--- src/rtl/memory_arbiter.sv ---
`default_nettype none
// ============================================================================
// Module   : memory_arbiter
// Purpose  : Shares one single-ported system RAM between the instruction-fetch
//            port and the data (load/store) port. One grant at a time; the
//            granted address, store data and strobes are captured on grant
//            entry and held until RAM reports ready or the watchdog aborts.
//            On simultaneous requests the data port wins unless it won the
//            previous grant, so neither port can be starved.
// Ports    : CLK, nRST (sync, active-low)
//            iREN/iaddr -> iload/iwait        instruction port
//            dREN/dWEN/daddr/dstore -> dload/dwait   data port
//            ramREN/ramWEN/ramaddr/ramstore <- ramload/ramready   RAM side
//            merr : one-cycle pulse when the watchdog aborts a grant
// Params   : TIMEOUT (2..255) cycles a grant may wait for ramready
// Revision : 1.0 - initial release
// ============================================================================
module memory_arbiter #(
  parameter int unsigned TIMEOUT = 15
) (
  input  logic        CLK,
  input  logic        nRST,
  input  logic        iREN,
  input  logic [31:0] iaddr,
  output logic [31:0] iload,
  output logic        iwait,
  input  logic        dREN,
  input  logic        dWEN,
  input  logic [31:0] daddr,
  input  logic [31:0] dstore,
  output logic [31:0] dload,
  output logic        dwait,
  output logic        ramREN,
  output logic        ramWEN,
  output logic [31:0] ramaddr,
  output logic [31:0] ramstore,
  input  logic [31:0] ramload,
  input  logic        ramready,
  output logic        merr
);

  typedef enum logic [1:0] {
    IDLE = 2'd0,
    DATA = 2'd1,
    INST = 2'd2
  } state_t;

  // Watchdog fires in the cycle where the counter reaches TIMEOUT-1.
  localparam logic [7:0] C_WDOG_LAST = 8'(TIMEOUT - 1);

  state_t      state_q;
  logic        ramREN_q;
  logic        ramWEN_q;
  logic [31:0] ramaddr_q;
  logic [31:0] ramstore_q;
  logic [7:0]  wcnt_q;
  logic        last_data_q;   // 1: previous grant went to the data port

  logic w_dreq;
  logic w_busy;
  logic w_expired;
  logic w_done;
  logic w_data_done;
  logic w_inst_done;

  assign w_dreq    = dREN | dWEN;
  assign w_busy    = (state_q != IDLE);
  assign w_expired = w_busy && (wcnt_q == C_WDOG_LAST);
  // A ramready in the expiry cycle is a normal completion.
  assign w_done    = w_busy && (ramready || w_expired);

  assign w_data_done = (state_q == DATA) && w_done;
  assign w_inst_done = (state_q == INST) && w_done;

  assign merr  = w_expired & ~ramready;
  assign iwait = iREN & ~w_inst_done;
  assign dwait = w_dreq & ~w_data_done;

  // Read data passes through only on a real completion; an abort returns 0.
  assign iload = ((state_q == INST) && ramready) ? ramload : 32'd0;
  assign dload = ((state_q == DATA) && ramready) ? ramload : 32'd0;

  assign ramREN   = ramREN_q;
  assign ramWEN   = ramWEN_q;
  assign ramaddr  = ramaddr_q;
  assign ramstore = ramstore_q;

  always_ff @(posedge CLK) begin
    if (!nRST) begin
      state_q     <= IDLE;
      ramREN_q    <= 1'b0;
      ramWEN_q    <= 1'b0;
      ramaddr_q   <= 32'd0;
      ramstore_q  <= 32'd0;
      wcnt_q      <= 8'd0;
      last_data_q <= 1'b0;
    end else begin
      case (state_q)
        IDLE: begin
          if (w_dreq && (!iREN || !last_data_q)) begin
            state_q    <= DATA;
            ramaddr_q  <= daddr;
            ramstore_q <= dstore;
            // A store request overrides a simultaneous load request.
            ramWEN_q   <= dWEN;
            ramREN_q   <= ~dWEN;
            wcnt_q     <= 8'd0;
          end else if (iREN) begin
            state_q   <= INST;
            ramaddr_q <= iaddr;
            ramREN_q  <= 1'b1;
            ramWEN_q  <= 1'b0;
            wcnt_q    <= 8'd0;
          end
        end
        DATA, INST: begin
          // The grant runs to completion even if the requester has gone away.
          if (w_done) begin
            state_q     <= IDLE;
            ramREN_q    <= 1'b0;
            ramWEN_q    <= 1'b0;
            last_data_q <= (state_q == DATA);
          end else begin
            wcnt_q <= wcnt_q + 8'd1;
          end
        end
        default: begin
          state_q  <= IDLE;
          ramREN_q <= 1'b0;
          ramWEN_q <= 1'b0;
        end
      endcase
    end
  end

endmodule
`default_nettype wire

--- config.mk ---
export PLATFORM = sky130hd
export DESIGN_NAME = memory_arbiter
export DESIGN_NICKNAME = d
export VERILOG_FILES = /design/src/rtl/memory_arbiter.sv
export SDC_FILE = /design/constraint.sdc
export NUM_CORES = 1
export LEC_CHECK = 0
export CORE_ASPECT_RATIO = 0.9
export CORE_MARGIN = 2
export CORE_UTILIZATION = 38
export DETAILED_ROUTE_END_ITERATION = 10
export PLACE_DENSITY = 0.89
export SLEW_MARGIN = 5
export SYNTH_ARGS = -nofsm -noshare
export SYNTH_HDL_FRONTEND = slang
export SYNTH_SLANG_ARGS = --single-unit
--- constraint.sdc ---
create_clock -name CLK -period 4.8 [get_ports CLK]
set_input_delay 0.72 -clock CLK [delete_from_list [all_inputs] [get_ports CLK]]
set_output_delay 0.72 -clock CLK [all_outputs]
set_load 0.05 [all_outputs]
==> results.md <==
* Largest net degree at the start of global routing at between 70 and 80
* Mapped Area at 3864 um^2
* GRT overflow at 0
* Register area at ~1500 um^2
* Layout cells sized above 1 at 0.04460
* Setup violators final at 0
* DRC Markers at 0
* Total Power at between 3 and 4 mW
* DP HPWL at just over 10000 um
* Row count at 34
* Simple-Gate Fraction of Synth Area at 0.2484
* Antenna-violating nets left at 0
* Max VDD drop at between 0.2 and 0.25 mV
* Die H at 99.66 um
* Leading area contributor after synthesis: dfxtp_1
* PostCTS Resize Cnt at 0
* EDFF count, synth at 0
* Static Leakage at ~3.2 nW
* PortBufs at around 270
* Worst path slowest cell: clkdlybuf4s50_1
* Multi-input combinational cell area at 2146 um^2
* Status: completed
* Routed vias/inst at approximately 5.1
* Postcts setup bufs at 0
* Max-cap check violation count at 0
* Synth top area share at 0.3990
* Pre-antenna DRT Iters at 4
* WL per Instance at approximately 16 um
* RSZ-0062 raised after global routing: no
* FF+latch count, synth at 77
* Syn avg cell area at around 8.6 um^2
* Final Net Count at 829
* Clk Latency, worst-skew pair at 0.33 ns
* H-tree depth at 3
* Setup Skew at roughly 0.0095 ns
* Maximum fanout along the worst path at 26
* Initial antenna violation count at 1
* CTS Hold Buffers Added at 0
* Die width at 110.3 um
* Data required time of the critical path at between 4 and 5 ns
* Fin Setup TNS at 0 ns
* Post-Route WL at around 13000 um
* Core region area at approximately 9800 um^2
* Post-synthesis adder-cell area fraction at 0.01619
* CTS Buf Count at 9
* First-pass GRT wire length at around 19000 um
* Pwr dens at around 440 nW/um^2
* Synth Instances at ~450
* Final Max Tran Viols at 0
* Kind of end point of the critical path: primary output
* Largest family of logic cells by synthesized area: simple AND/OR/NAND/NOR gates
* Period utilization at 0.7324
* I/O Pins at 267
* Number of global-route vias before repair at 3871
* CTS tree: built
* Die area at 10990 um^2
* Most frequent cell after synthesis: nand2_1
* Num Clock Sinks at 77
* Multiplexer share of the synthesized area at 0.08290
* Placed cells at ~810
* Critical path, cell by cell: clkdlybuf4s50_1, buf_4, a21oi_1, nor2_1, a21oi_1, clkdlybuf4s50_1
* GPL Wtd Cong at between 0.8 and 0.9
* Via count at between 4k and 5k
* Finished Layout Cells at a little over 800
* Worst stage delay on the critical path at 0.85 ns
* Slew margin rel. at 0.2563
* FILL cells at approximately 720
* Async S/R FF share, synth at 0
* Setup CP Type: input port to primary output
* WP data arrival at around 2.8 ns
* Root Buffer: clkbuf_16
* Layout area overhead at 78.43%
* Largest cells by area after synthesis: dfxtp_1, and3_1, nand2_1
* Reg clk slew, reported paths at approximately 0.060 ns
* CP Launch Type: input port
* Total GRT Usage at 0.2287
* Least-Margin Pin Slew at roughly 1.1 ns
* Compound-Gate Fraction of Synth Area at 0.1956
* Ys Warns at 0
* Hold Crit Class: flip-flop to flip-flop
* Post-synth top flop: dfxtp_1
* Synthesized Nets at 587
* Sequential fraction of the synthesis area at 0.3990
* Clock Tree Buf Depth at 2
* Clock period minus worst slack at between 3 and 4 ns
* Max Freq at between 200 and 300 MHz
* Iteration-0 DRC Markers at 267
* Final hold slack at 0.4514 ns
* XOR/XNOR Fraction of Synth Area at 0.009067
* Initial Util at 0.3949
* Final hold vios at 0
* Synth cell count leaders: nand2_1, dfxtp_1, and3_1, mux2i_1, o211a_1
* Cell variety after synth at 37
-- where the power goes --
group	internal, mW	switching [mW]
clock	0.463	0.280
combinational	0.525	0.962
sequential	0.766	0.0694
-- cells by family after synthesis --
kind of cell	Yosys count
AOI/OAI and AO/OA	92
xor gates and xnor gates	4
adders and majority gates	5
buffers and inverters	45
DFF	77
muxes	32
and+or+nand+nor	193
-- critical path: cells and delay by family --
| family | cells | cell delay [ns] |
|---|---|---|
| buffers and inverters | 3 | 1.44 |
| AOI/OAI and AO/OA | 2 | 0.52 |
| and+or+nand+nor | 1 | 0.11 |
-- layer usage --
metal	wire [um]	up-vias	global-route usage	part of all wire
met5	0	-	0	0
met4	410	0	0.1212	0.031
met3	1165	28	0.05701	0.089
met2	6998	194	0.4186	0.53
met1	4572	1904	0.2366	0.35
li1	-	2048	-	-
-- stage by stage --
stage / util / setup slack [ns] / area (um^2)
floorplan: - / 1.874 / 3864
global route: 0.7046 / 1.022 / 6894
CTS: 0.7043 / 1.248 / 6892
finish: 0.7046 / 1.285 / 6894
global placement: 0.6707 / 1.309 / 6563
detailed placement: 0.6707 / 1.271 / 6563
-- layout make-up --
type,count,share of cell area
flip-flops and latches,77,0.2236
clock inverters,7,0.01506
well taps,126,0.02287
clock buffers,9,0.03267
multi-input cells,326,0.3113
diodes,1,0.0003630
inverters,4,0.002178
repair buffers,272,0.3920
-- cells in the final DEF, fill, tap and decap left out, types with 3 or more instances in the layout --
cell type,instances
a21boi_1,6
or3_1,4
clkdlybuf4s50_1,265
a21oi_1,5
mux2i_1,32
nand3_1,3
nor2_1,10
and3_1,65
nor3_1,3
a21boi_0,30
inv_1,4
o21ai_0,9
clkbuf_16,9
xor2_1,3
buf_4,6
dfxtp_1,77
nand2_1,101
ha_1,5
o211a_1,32
-- sequential cells by signal (all words and copies together), names as in the netlist --
register	cells
state_q	2
last_data_q	1
ramWEN	1
ramaddr	32
ramREN	1
ramstore	32
wcnt_q	8
-- path summary, 6_finish.rpt --
path	from	endpoint	slack, ns	cells after the start
max	ramready	dwait	1.28	6
min	ramstore[14]	ramstore[14]	0.45	2
max reg2reg	state_q[0]	wcnt_q[7]	2.44	7
min reg2reg	ramstore[14]	ramstore[14]	0.45	2
Note: power is estimated with default switching activity, not from simulation.
